--- config.mk ---
export PLATFORM = sky130hd
export DESIGN_NAME = mac_sequencer
export DESIGN_NICKNAME = d
export VERILOG_FILES = /design/src/rtl/nn_pkg.sv /design/src/rtl/seq_addr_gen.sv /design/src/rtl/mac_sequencer.sv
export SDC_FILE = /design/constraint.sdc
export NUM_CORES = 1
export LEC_CHECK = 0
export CAP_MARGIN = 10
export CORE_MARGIN = 10
export CORE_UTILIZATION = 45
export DETAILED_ROUTE_END_ITERATION = 7
export PLACE_DENSITY = 0.94
export SYNTH_ARGS = -nofsm -noshare
export SYNTH_HDL_FRONTEND = slang
export SYNTH_SLANG_ARGS = --single-unit
--- constraint.sdc ---
create_clock -name clk -period 4.3 [get_ports clk]
set_input_delay 0.645 -clock clk [delete_from_list [all_inputs] [get_ports clk]]
set_output_delay 0.645 -clock clk [all_outputs]
set_load 0.01 [all_outputs]
--- src/rtl/nn_pkg.sv ---
// Shared Q2.6 constants, sequencer state encoding and address-width helper
// for the fully-connected layer datapath.
package nn_pkg;

    localparam int DATA_W = 8;
    localparam int FRAC_W = 6;
    localparam logic signed [DATA_W-1:0] Q_ONE = 8'sh40;
    localparam logic signed [DATA_W-1:0] Q_MAX = 8'sh7F;

    typedef enum logic [2:0] {
        ST_IDLE   = 3'd0,
        ST_CLEAR  = 3'd1,
        ST_RUN    = 3'd2,
        ST_DRAIN  = 3'd3,
        ST_OUTPUT = 3'd4
    } seq_state_e;

    // Address width for a buffer of 'depth' entries, never narrower than one bit.
    function automatic int addr_w(input int depth);
        return (depth > 1) ? $clog2(depth) : 1;
    endfunction

endpackage

--- src/rtl/seq_addr_gen.sv ---
// Element/neuron counters and weight address generation for mac_sequencer.
// The weight base advances by VEC_LEN per neuron, so no multiplier is needed.
module seq_addr_gen
    import nn_pkg::*;
#(
    parameter int VEC_LEN     = 16,
    parameter int NUM_NEURONS = 4,
    parameter int IN_AW       = addr_w(VEC_LEN),
    parameter int W_AW        = addr_w(VEC_LEN * NUM_NEURONS),
    parameter int N_AW        = addr_w(NUM_NEURONS)
) (
    input  logic             clk,
    input  logic             reset,
    input  logic             pass_start_i,
    input  logic             neuron_next_i,
    input  logic             elem_step_i,
    output logic [IN_AW-1:0] in_addr_o,
    output logic [W_AW-1:0]  w_addr_o,
    output logic [N_AW-1:0]  neuron_o,
    output logic             last_elem_o,
    output logic             last_neuron_o
);

    localparam logic [IN_AW-1:0] ELEM_LAST   = IN_AW'(VEC_LEN - 1);
    localparam logic [N_AW-1:0]  NEURON_LAST = N_AW'(NUM_NEURONS - 1);
    localparam logic [W_AW-1:0]  BASE_STEP   = W_AW'(VEC_LEN);

    logic [IN_AW-1:0] elem_q, elem_d;
    logic [N_AW-1:0]  neuron_q, neuron_d;
    logic [W_AW-1:0]  base_q, base_d;
    logic [W_AW-1:0]  waddr_q, waddr_d;

    // Next-state selection: pass start wins over neuron advance over element step.
    always_comb begin
        elem_d   = elem_q;
        neuron_d = neuron_q;
        base_d   = base_q;
        waddr_d  = waddr_q;
        if (pass_start_i) begin
            elem_d   = '0;
            neuron_d = '0;
            base_d   = '0;
            waddr_d  = '0;
        end else if (neuron_next_i) begin
            elem_d   = '0;
            neuron_d = neuron_q + N_AW'(1'b1);
            base_d   = base_q + BASE_STEP;
            waddr_d  = base_q + BASE_STEP;
        end else if (elem_step_i) begin
            elem_d   = elem_q + IN_AW'(1'b1);
            waddr_d  = waddr_q + W_AW'(1'b1);
        end else begin
            elem_d   = elem_q;
            waddr_d  = waddr_q;
        end
    end

    // Counter and address registers.
    always_ff @(posedge clk or posedge reset) begin
        if (reset) begin
            elem_q   <= '0;
            neuron_q <= '0;
            base_q   <= '0;
            waddr_q  <= '0;
        end else begin
            elem_q   <= elem_d;
            neuron_q <= neuron_d;
            base_q   <= base_d;
            waddr_q  <= waddr_d;
        end
    end

    assign in_addr_o     = elem_q;
    assign w_addr_o      = waddr_q;
    assign neuron_o      = neuron_q;
    assign last_elem_o   = (elem_q == ELEM_LAST);
    assign last_neuron_o = (neuron_q == NEURON_LAST);

endmodule

--- src/rtl/mac_sequencer.sv ---
// Control FSM running one external MAC over a fully-connected layer.
// Optional build macro PERF_COUNTER_EN adds the 16-bit stall_count output.
module mac_sequencer
    import nn_pkg::*;
#(
    parameter int VEC_LEN     = 16,
    parameter int NUM_NEURONS = 4,
    parameter int IN_AW       = addr_w(VEC_LEN),
    parameter int W_AW        = addr_w(VEC_LEN * NUM_NEURONS),
    parameter int N_AW        = addr_w(NUM_NEURONS)
) (
    input  logic              clk,
    input  logic              reset,
    input  logic              start,
    output logic              busy,
    output logic              done,
    output logic [IN_AW-1:0]  in_addr,
    input  logic [DATA_W-1:0] in_data,
    output logic [W_AW-1:0]   w_addr,
    input  logic [DATA_W-1:0] w_data,
    output logic              mac_clear,
    output logic              mac_enable,
    output logic [DATA_W-1:0] mac_a,
    output logic [DATA_W-1:0] mac_b,
    input  logic [DATA_W-1:0] mac_out,
    output logic              res_valid,
    input  logic              res_ready,
    output logic [DATA_W-1:0] res_data,
    output logic [N_AW-1:0]   res_index
`ifdef PERF_COUNTER_EN
    ,
    output logic [15:0]       stall_count
`endif
);

    seq_state_e        state_q;
    logic              busy_q, done_q, clear_q, enable_q, valid_q, drain_q;
    logic [DATA_W-1:0] data_q;
    logic [N_AW-1:0]   index_q;

    logic              accept_s, handshake_s, next_neuron_s, step_s;
    logic              last_elem_s, last_neuron_s;
    logic [N_AW-1:0]   neuron_s;

    assign accept_s      = (state_q == ST_IDLE) && start;
    assign handshake_s   = (state_q == ST_OUTPUT) && valid_q && res_ready;
    assign next_neuron_s = handshake_s && !last_neuron_s;
    assign step_s        = (state_q == ST_RUN) && !last_elem_s;

    seq_addr_gen #(
        .VEC_LEN     (VEC_LEN),
        .NUM_NEURONS (NUM_NEURONS),
        .IN_AW       (IN_AW),
        .W_AW        (W_AW),
        .N_AW        (N_AW)
    ) u_addr_gen (
        .clk           (clk),
        .reset         (reset),
        .pass_start_i  (accept_s),
        .neuron_next_i (next_neuron_s),
        .elem_step_i   (step_s),
        .in_addr_o     (in_addr),
        .w_addr_o      (w_addr),
        .neuron_o      (neuron_s),
        .last_elem_o   (last_elem_s),
        .last_neuron_o (last_neuron_s)
    );

    // Sequencer FSM; enable trails RUN by one cycle to meet the buffer read latency.
    always_ff @(posedge clk or posedge reset) begin
        if (reset) begin
            state_q  <= ST_IDLE;
            busy_q   <= 1'b0;
            done_q   <= 1'b0;
            clear_q  <= 1'b1;
            enable_q <= 1'b0;
            valid_q  <= 1'b0;
            drain_q  <= 1'b0;
            data_q   <= '0;
            index_q  <= '0;
        end else begin
            done_q   <= 1'b0;
            enable_q <= (state_q == ST_RUN);
            case (state_q)
                ST_IDLE: begin
                    clear_q <= 1'b1;
                    if (start) begin
                        state_q <= ST_CLEAR;
                        busy_q  <= 1'b1;
                    end else begin
                        busy_q  <= 1'b0;
                    end
                end
                ST_CLEAR: begin
                    state_q <= ST_RUN;
                    clear_q <= 1'b0;
                end
                ST_RUN: begin
                    if (last_elem_s) begin
                        state_q <= ST_DRAIN;
                        drain_q <= 1'b0;
                    end
                end
                // Second drain cycle sees mac_out after the final enabled accumulate.
                ST_DRAIN: begin
                    if (drain_q) begin
                        state_q <= ST_OUTPUT;
                        drain_q <= 1'b0;
                        data_q  <= mac_out;
                        index_q <= neuron_s;
                        valid_q <= 1'b1;
                    end else begin
                        drain_q <= 1'b1;
                    end
                end
                ST_OUTPUT: begin
                    if (handshake_s) begin
                        valid_q <= 1'b0;
                        clear_q <= 1'b1;
                        if (last_neuron_s) begin
                            state_q <= ST_IDLE;
                            busy_q  <= 1'b0;
                            done_q  <= 1'b1;
                        end else begin
                            state_q <= ST_CLEAR;
                        end
                    end
                end
                default: begin
                    state_q <= ST_IDLE;
                    busy_q  <= 1'b0;
                    clear_q <= 1'b1;
                    valid_q <= 1'b0;
                    drain_q <= 1'b0;
                end
            endcase
        end
    end

    assign busy       = busy_q;
    assign done       = done_q;
    assign mac_clear  = clear_q;
    assign mac_enable = enable_q;
    assign mac_a      = in_data;
    assign mac_b      = w_data;
    assign res_valid  = valid_q;
    assign res_data   = data_q;
    assign res_index  = index_q;

`ifdef PERF_COUNTER_EN
    logic [15:0] stall_q;

    // Saturating count of cycles a result waits on the consumer.
    always_ff @(posedge clk or posedge reset) begin
        if (reset) begin
            stall_q <= 16'h0000;
        end else if (accept_s) begin
            stall_q <= 16'h0000;
        end else if ((state_q == ST_OUTPUT) && valid_q && !res_ready && (stall_q != 16'hFFFF)) begin
            stall_q <= stall_q + 16'h0001;
        end
    end

    assign stall_count = stall_q;
`endif

endmodule

* After elaboration in Yosys (flattened, before gate mapping) *
Cells that the tools add are included.

word-level totals
  input port bits = 28
  bits in registers = 37
  logic and storage cells = 83

cells by class
  bitwise operators = 4
  reductions and logical operators = 20
  equal/unequal tests = 11
  mux-type cells = 31
  $add $sub $neg = 4

operators by type and width
  operator                                                               count
  6-bit two-way mux                                                      5
  3-bit case mux with 5 select lines                                     1
  1-bit two-way mux                                                      12
  3-bit two-way mux                                                      4
  4-bit two-way mux                                                      3
  1-bit case mux with 3 select lines                                     4
  2-bit != test, second input constant                                   5
  3-bit OR reduction                                                     3
  6-bit by 1-bit adder with 6-bit output, second input constant          1
  6-bit by 5-bit adder with 6-bit output, second input constant          1
  3-bit by 2-bit equality test with 1-bit output, second input constant  2
  2-bit AND reduction                                                    3
  3-bit AND reduction                                                    2
  1-bit logical AND                                                      5
  4-bit by 1-bit adder with 4-bit output, second input constant          1
  4-bit equality test, second input constant                             1
  2-bit two-way mux                                                      2
  1-bit NOT                                                              4
  4-bit AND reduction                                                    1
  3-bit by 1-bit equality test with 1-bit output, second input constant  1
  3-bit equality test, second input constant                             1
  3-bit zero test                                                        1
  3-bit nonzero test                                                     1
  2-bit by 1-bit adder with 2-bit output, second input constant          1
  other kinds (4)                                                        5

* Logic depth before layout (Yosys ltp) *
  word-level depth = 6
  depth in mapped cells = 6
  depth with buffers taken out = 5

* By module *
Synthesis repeated with hierarchy kept, for this count alone.

second synthesis, totals
  cells, all modules = 148
  area total of the unflattened synthesis = 1,630.3 um^2

by module, submodules not included
  module         area each (um^2)  sequential area each (um^2)  cells an instance  instances
  mac_sequencer  949.7             476.7                        85                 1
  seq_addr_gen   680.7             350.3                        63                 1

* Least setup slack after synthesis *
Ideal clock, no wire load.

  path kind = input to register
  from = input start
  to = register u_addr_gen.elem_q[2], in the netlist u_addr_gen.in_addr_o[2]
  setup time = 119 ps
  path buffers = 1
  data required time = 4,181 ps
  path slack = 2,559 ps
  cell stages on the path = 4
  arrival time = 1,621 ps
  path through = nor4b_1 -> nand2b_1 -> buf_6 -> nor3_1

on the way
  cells in the longest elaborated chain, start to end = 2
  elaborated cells between the ends (all ways) = 3

RTL lines
  item                                                               RTL line             source
  start: declaration                                                 mac_sequencer.sv:14  input logic start,
  1-bit logical AND *                                                mac_sequencer.sv:45  assign accept_s = (state_q == ST_IDLE) && start;
  3-bit nonzero test (no line) or 4-bit two-way mux (tied branches)  --
  end signal: assignment                                             seq_addr_gen.sv:66   elem_q <= elem_d;
  end: declaration                                                   seq_addr_gen.sv:28   logic [IN_AW-1:0] elem_q, elem_d;

Every way passes the cells marked *; elsewhere a longest branch is shown, timed or not.
A chain may end at the register's enable or synchronous reset.

* Worst setup path in the final report *
Ends and elaborated chain as after synthesis.

==> metrics.txt <==
peak supply drop=0.4410 mV; Post-synth top flop=dfrtp_1; synthesized area=1612 um2; hold path start=mac_clear; initial drt markers=21; GR Overflow Total=0; Cells after Synth=147; min Tclk post-route=2290 ps; status=complete, no violations; Core ar.=3390 um2; H-tree lvl count=2; boundary pin count=69; syn nets=178; critical path arrival=2510 ps; Slew @ Worst Pin=1035 ps; DIE WIDTH=79.85 um; Die ar.=6375 um2; DIE HEIGHT=79.85 um; Worst Path Required=4520 ps; Peak Freq=436.8 MHz; max_slew headroom=30.01%; ant diodes=0; RSZ-0062 raised after global routing=false; post-CTS setup buffers=0; Util after Layout=57.62%; PostCTS Resize Cnt=0; Routed WL per cell=14.37 um; via/cell ratio=5.217; XOR/XNOR Fraction of Synth Area=5.978%; multiplexer area fraction after synthesis=8.929%; Initial Util=47.55%; Flop pwr share=41.8%; post-synthesis simple-gate area fraction=15.92%; # nets final=201; num rows=21; Avg Cell Area, Syn=10.96 um2; vias in the first global route=1184; Sw Pwr=0.4945 mW; Port Buffers=36; largest net degree at the start of global routing=26; layout cells sized above 1=13.45%; Comb pwr share=43.9%; Leak Pwr=0.8788 nW; Setup Skew=11.80 ps; Yosys warnings=0; ys async rst share=100.0%; Num CTS Buffers=5; #FFs+latches synth=33; clk slew on worst S/H paths=100 ps; Final ANT Viol Nets=0; worst-skew pair later-pin latency=340 ps; routed via count=1132; Clock power frac=14.3%; Critical Path Source=start; initial antenna violation count=0; routability congestion estimate=0.8300; Internal=0.8831 mW; cts-stage hold buffer count=0; Setup Crit Path Kind=in -> reg; Worst R2R Start=state_q[2]; compound-cell area share of the yosys netlist=5.047%; nature of the critical path endpoint=flop; Residual DRC=0; Synth Area in Adders=2.329%; Overall Global Routing Usage=10.60%; count of final setup violators=0; dpl hpwl=2.365 mm; Syn-to-layout area delta=21.20%; Seq/Total Area, Yosys=51.32%; Hold WC Path Type=reg -> reg; main combinational cell family by area after synthesis=simple AND/OR/NAND/NOR gates; buffer depth of the longest clock path=2; Pre-antenna DRT Iters=4; first-pass GRT wire length=5.395 mm; Slew Limit Fails=0; Hold Fails Final Rpt=0; Net Sw Frac=35.89%; number of synthesized flops with an enable pin=0; Root Driver=clkbuf_4; max_cap viols=0; worst-path maximum fanout=8; CTS tree=built; setup TNS=0 ps; P per Cell Area=705.3 nW/um2; Distinct cells, synth=34; crit path launch type=primary input; clock sink total=33; routed wire length=3.118 mm; Final Cycle Share=53.25%
-- power groups by stage --
| stage | sequential [mW] | clock, mW | combinational [mW] |
|---|---|---|---|
| after CTS | 0.577 | 0.200 | 0.618 |
| after global placement | 0.571 | 0 | 0.600 |
| after global routing | 0.599 | 0.213 | 0.675 |
| final | 0.576 | 0.197 | 0.605 |
| after floorplan | 0.588 | 0 | 0.338 |
| after detailed placement | 0.582 | 0 | 0.615 |
-- final timing paths --
| check | to | slack (ps) | cells after the start |
|---|---|---|---|
| min reg2reg | mac_clear | 480 | 2 |
| max | u_addr_gen.in_addr_o[2] | 2010 | 4 |
| max reg2reg | u_addr_gen.in_addr_o[2] | 2200 | 3 |
| min in group asynchronous | u_addr_gen.w_addr_o[4] | 790 | 2 |
| min | mac_clear | 480 | 2 |
| max in group asynchronous | u_addr_gen.w_addr_o[0] | 2840 | 3 |
-- through the flow --
step                std cells  area (um2)  hold WS [ps]  setup WS, ps  power [mW]
global route              217        1953         505.9          1834       1.487
detailed placement        209        1883         472.9          1672       1.197
finish                    217        1953         484.3          2010       1.378
global placement          209        1883         464.5          1692       1.171
CTS                       217        1953         489.7          2018       1.395
floorplan                 147        1612         474.2          2559      0.9257
-- synthesized netlist by cell type, types with 3 or more instances --
cell type	instances	area share [%]
buf_4	16	7.5
o21ai_0	4	1.2
xor2_1	9	4.9
nor3_1	3	0.93
dfrtp_1	32	50
ha_1	3	2.3
nand2_1	8	1.9
buf_2	3	0.93
nor2_1	14	3.3
and3_1	4	1.6
a21oi_1	3	0.93
mux2_2	11	7.7
nand3_1	9	2.8
-- state kept, by name (all words and copies together), names as in the netlist --
name,flops
res_data,8
u_addr_gen.w_addr_o,6
u_addr_gen.in_addr_o,4
state_q,3
res_index,2
u_addr_gen.base_q,2
u_addr_gen.neuron_o,2
busy,1
done,1
drain_q,1
mac_clear,1
mac_enable,1
res_valid,1
-- cells by family (layout without fill, tap and decap cells) --
logic type / Yosys count / count (layout)
mux: 13 / 13
buf+inv: 24 / 48
xor+xnor: 11 / 11
flops: 33 / 33
simple gates: 50 / 50
fa+ha+maj: 3 / 3
compound gates: 13 / 13
-- layout make-up --
class / instances / area (um2)
Clock inverter: 1 / 5.005
Timing Repair Buffer: 38 / 375.4
Multi-Input combinational cell: 90 / 615.6
Sequential cell: 33 / 827.0
Fill cell: 292 / 1436
Inverter: 2 / 7.507
Tap cell: 46 / 57.56
Clock buffer: 7 / 65.06
-- worst max-delay path: stages --
cell	delay [ps]
clkdlybuf4s50_1	510
nor4b_1	850
nand2b_1	400
nor3_1	110
-- per-layer routing --
| layer | wire (um) | vias to the layer above | global-route usage, % |
|---|---|---|---|
| li1 | - | 539 | - |
| met1 | 1260 | 556 | 11.02 |
| met2 | 1575 | 32 | 17.96 |
| met3 | 228 | 5 | 4.842 |
| met4 | 54 | 0 | 4.754 |
| met5 | 0 | - | 0 |
-- layout by cell type (no fill, tap or decap), drive strengths merged, types with 3 or more instances in the layout --
| master | n |
|---|---|
| xor2 | 9 |
| mux2 | 11 |
| clkbuf | 7 |
| dfrtp | 32 |
| a21oi | 3 |
| nor3 | 3 |
| nor2 | 14 |
| clkdlybuf4s50 | 36 |
| nand3 | 9 |
| ha | 3 |
| and3 | 4 |
| o21ai | 4 |
| nand2 | 8 |
(Power assumes the default switching activity.)
==> RTL change 1, RTL diff (same settings) <==
Build with the macro `PERF_COUNTER_EN` defined.
--- a/src/rtl/mac_sequencer.sv
+++ b/src/rtl/mac_sequencer.sv
@@ -1,4 +1,6 @@
 // Control FSM running one external MAC over a fully-connected layer.
 // Optional build macro PERF_COUNTER_EN adds the 16-bit stall_count output.
+`define PERF_COUNTER_EN
+
 module mac_sequencer
     import nn_pkg::*;
Check against the original RTL (old outputs only; new: stall_count): equivalent (equiv_simple and equiv_induct, registers matched by name and starting in step).
==> RTL change 1 against the unedited design <==
- clock skew is 0.0022 ns lower
- sequential cell count is 16 higher
- non-clock buffer count is 15 higher
- critical path depth is 2 higher
- die area is 38% higher
- area after synthesis is 53% higher
- via count is 59% higher
- count of clock-buffer cells in the layout is 2 lower
- sequential power is 31% higher
- worst setup slack better by 0.0064 ns
- final area is 54% higher
- total power is 24% higher
- first-iteration DRC count grew to 4.9 times the old value
- wire length is 74% higher
- highest routed layer unchanged
==> RTL change 1: results (changes against the unedited design) <==
metric	value	unit	change
yosys-top-cells-area	dfrtp_1 49%, mux2_2 5.0%, buf_4 4.9%		
status	finished, final reports clean		
root_buffer	clkbuf_8		
r2r-start	state_q[2]		
fin_area	3013	um^2	+54%
drt_iter0_drc	102		+390%
synth_common_cells	48 x dfrtp_1, 29 x nor2_1, 18 x nand2_1, 16 x buf_4		
synth_fp_nets	263		+48%
largest_reg_flops	16		+8
gr-usage-all-layers	0.1285		+0.02241
reg2reg_depth	5		+2
grt_max_degree	50		+92%
grt_pass1_vias	1878		+59%
dpl_cell_area	2927	um^2	+55%
synth-adder-area-share	0.02034		-0.002956
post-place-ws	1.707	ns	+0.03469 ns
leakage	1.271	nW	+45%
worstMarginPinSlew	0.9641	ns	-0.07113 ns
wl_per_cell	15.96	um	+11%
critPathArrivalTime	2.54	ns	+0.03 ns
peakVddDrop	333.3	uV	-24%
synth_cell_types	42		+24%
cp_slowest_cell	or4b_4		
finClkSkew	0.009592	ns	-0.002205 ns
synthXorXnorAreaFrac	0.07117		+0.01139
synth_compound_area_frac	0.05084		+0.0003730
finalNetCount	300		+49%
gp_congestion	0.8741		+5.3%
setup_slack	2.017	ns	+0.006370 ns
vias	1803		+59%
r2r-end	stall_count[10]		
[RTL change 1: cell types whose count changed after synthesis, moves of 3 or more]
cell	unedited run	this run
nand4_1	2	13
nor2_1	14	29
o211ai_1	0	4
nor4_2	0	3
dfrtp_1	32	48
xor2_1	9	13
o21ai_0	4	8
nand2_1	8	18
clkbuf_1	1	4
xnor2_1	2	7
[RTL change 1: cell type report]
cell class	count	share of cell area
sequential	49	0.4074
multi-input combinational	157	0.3571
timing repair buffer	53	0.1752
tap	70	0.02907
clock buffer	5	0.02284
clock inverter	3	0.005814
inverter	2	0.002492
[RTL change 1: worst min path at each step]
stage / from / endpoint / slack (ns) / cells past startpoint
2_1_floorplan: u_addr_gen.neuron_o[0] / u_addr_gen.neuron_o[0] / 0.49 / 1
3_3_place_gp: res_data[6] / res_data[6] / 0.49 / 1
3_5_place_dp: res_index[0] / res_index[0] / 0.49 / 1
4_1_cts: res_data[7] / res_data[7] / 0.51 / 1
5_1_grt: res_index[1] / res_index[1] / 0.53 / 1
6_report: res_index[1] / res_index[1] / 0.51 / 1
[RTL change 1: per-layer routing]
metal | wire (um) | vias up | GRT usage
met5 | 0 | - | 0
met4 | 58 | 0 | 0.03924
met3 | 448 | 7 | 0.05356
met2 | 2684 | 45 | 0.2172
met1 | 2220 | 884 | 0.1436
li1 | - | 867 | -
[RTL change 1: through the flow]
| step | total power [mW] | std cells | hold WS [ns] |
|---|---|---|---|
| 6_report | 1.703 | 339 | 0.5113 |
| 2_1_floorplan | 1.149 | 231 | 0.4852 |
| 4_1_cts | 1.729 | 339 | 0.5145 |
| 5_1_grt | 1.843 | 339 | 0.5283 |
| 3_3_place_gp | 1.424 | 331 | 0.4887 |
| 3_5_place_dp | 1.456 | 331 | 0.4946 |
==> RTL change 2, RTL diff (same settings) <==
Without the edit above. Re-encode `seq_state_e` (5 states) as one-hot, 5 bits wide.
--- a/src/rtl/nn_pkg.sv
+++ b/src/rtl/nn_pkg.sv
@@ -8,10 +8,10 @@
     localparam logic signed [DATA_W-1:0] Q_MAX = 8'sh7F;
 
-    typedef enum logic [2:0] {
-        ST_IDLE   = 3'd0,
-        ST_CLEAR  = 3'd1,
-        ST_RUN    = 3'd2,
-        ST_DRAIN  = 3'd3,
-        ST_OUTPUT = 3'd4
+    typedef enum logic [4:0] {
+        ST_IDLE   = 5'b00001,
+        ST_CLEAR  = 5'b00010,
+        ST_RUN    = 5'b00100,
+        ST_DRAIN  = 5'b01000,
+        ST_OUTPUT = 5'b10000
     } seq_state_e;
 
Formal check against the unedited RTL: no difference found for any inputs over 10 cycles, from zero or initial values and one cycle with reset high; not proved beyond that.
==> RTL change 2 against the unedited design <==
- wire length is 26% higher
- count of clock-buffer cells in the layout decreased by 1
- worst setup slack better by 0.067 ns
- via count increased by 17%
- worst hold slack improved by 0.011 ns
- clock skew is 0.0072 ns lower
- highest routed layer unchanged
- sequential cell count grew 2
- non-clock buffer count down 1
- final area up 13%
- area after synthesis rose by 13%
Power is not compared: it rests on default switching activity, and its combinational part moved more than twofold at a synthesized area within 25%.
==> RTL change 2: results (changes against the unedited design) <==
metric	value	unit	change
status	finished, final reports clean		
vias_per_cell	5.453		+4.5%
grt_max_degree	36		+38%
synth_mux_area_frac	0.06735		-0.02193
finClkSkew	0.004634	ns	-0.007164 ns
r2r-end	res_index[0]		
cp_slowest_cell	nand4b_1		
ys.flop_type	dfrtp_1		
ff2ff_setup_slack	2.08	ns	-0.12 ns
synth_cell_types	41		+21%
yosys-top-cells-area	dfrtp_1 45%, buf_4 7.0%, mux2_1 4.9%		
gp_congestion	0.9098		+9.6%
grt_pass1_vias	1366		+15%
r2r-start	state_q[4]		
maxSlewHeadroom	0.5523		+0.2522
holdPathStages	1		-1
insertion_delay	0.29	ns	-0.05 ns
drt_iter0_drc	112		+430%
path_max_fanout	12		+4
peakVddDrop	228.0	uV	
min-delay-start	res_data[3]		
hold-worst-slack	0.4950	ns	+0.01075 ns
grt_first_pass_wirelength	6768	um	+25%
gr-usage-all-layers	0.1162		+0.01020
wl_met2	1885	um	+20%
met3_length	381	um	+67%
setup_viol	0		unchanged
syn_area_per_cell	10.71	um^2	-2.3%
grt.met2_usage	0.1826		+0.002967
slowest_delay	0.63	ns	-0.22 ns
fin_cells	243		+12%
dpl_cell_area	2093	um^2	+11%
clkTransAtPathRegs	0.07	ns	-0.03 ns
synth-adder-area-share	0.02062		-0.002673
synth_fp_nets	201		+13%
seq_area_frac_synth	0.4825		-0.03072
leakage	0.9432	nW	
cts_max_level	2		unchanged
wl_met1	1551	um	+23%
post-dp-hpwl	2949	um	+25%
finalNetCount	223		+11%
grtUsageMet3	0.05469		+0.006264
use_met1	0.1280		+0.01785
synthXorXnorAreaFrac	0.05773		-0.002051
synth_compound_area_frac	0.08041		+0.02995
min_to	res_data[3]		
wl_per_cell	16.12	um	+12%
synth_common_cells	33 x dfrtp_1, 17 x buf_4, 17 x nor2_1, 10 x nand3_1		
RTL change 2: changes by cell type in the layout (fill, tap and decap cells not counted), moves of 3 or more:
cell and change:
and3_1 -4, nand4_1 +3, clkbuf_8 +4, clkbuf_4 -5, nor2_1 +3, a21oi_1 +3, mux2_2 -9, mux2_1 +8
RTL change 2: area by class of cell:
| type | count | area, um^2 |
|---|---|---|
| multi-input cells | 111 | 777.0 |
| clock inverters | 2 | 35.03 |
| repair buffers | 37 | 367.9 |
| clock buffers | 6 | 82.58 |
| inverters | 2 | 7.507 |
| flip-flops and latches | 35 | 878.3 |
| fillers | 352 | 1760 |
| well taps | 50 | 62.56 |
RTL change 2: power groups by stage:
stage	Clock (mW)	Combinational, mW	Sequential [mW]
global placement	0	0.275	0.447
global route	0.327	0.313	0.458
floorplan	0	0.218	0.428
CTS	0.312	0.282	0.444
finish	0.306	0.280	0.444
detailed placement	0	0.281	0.450
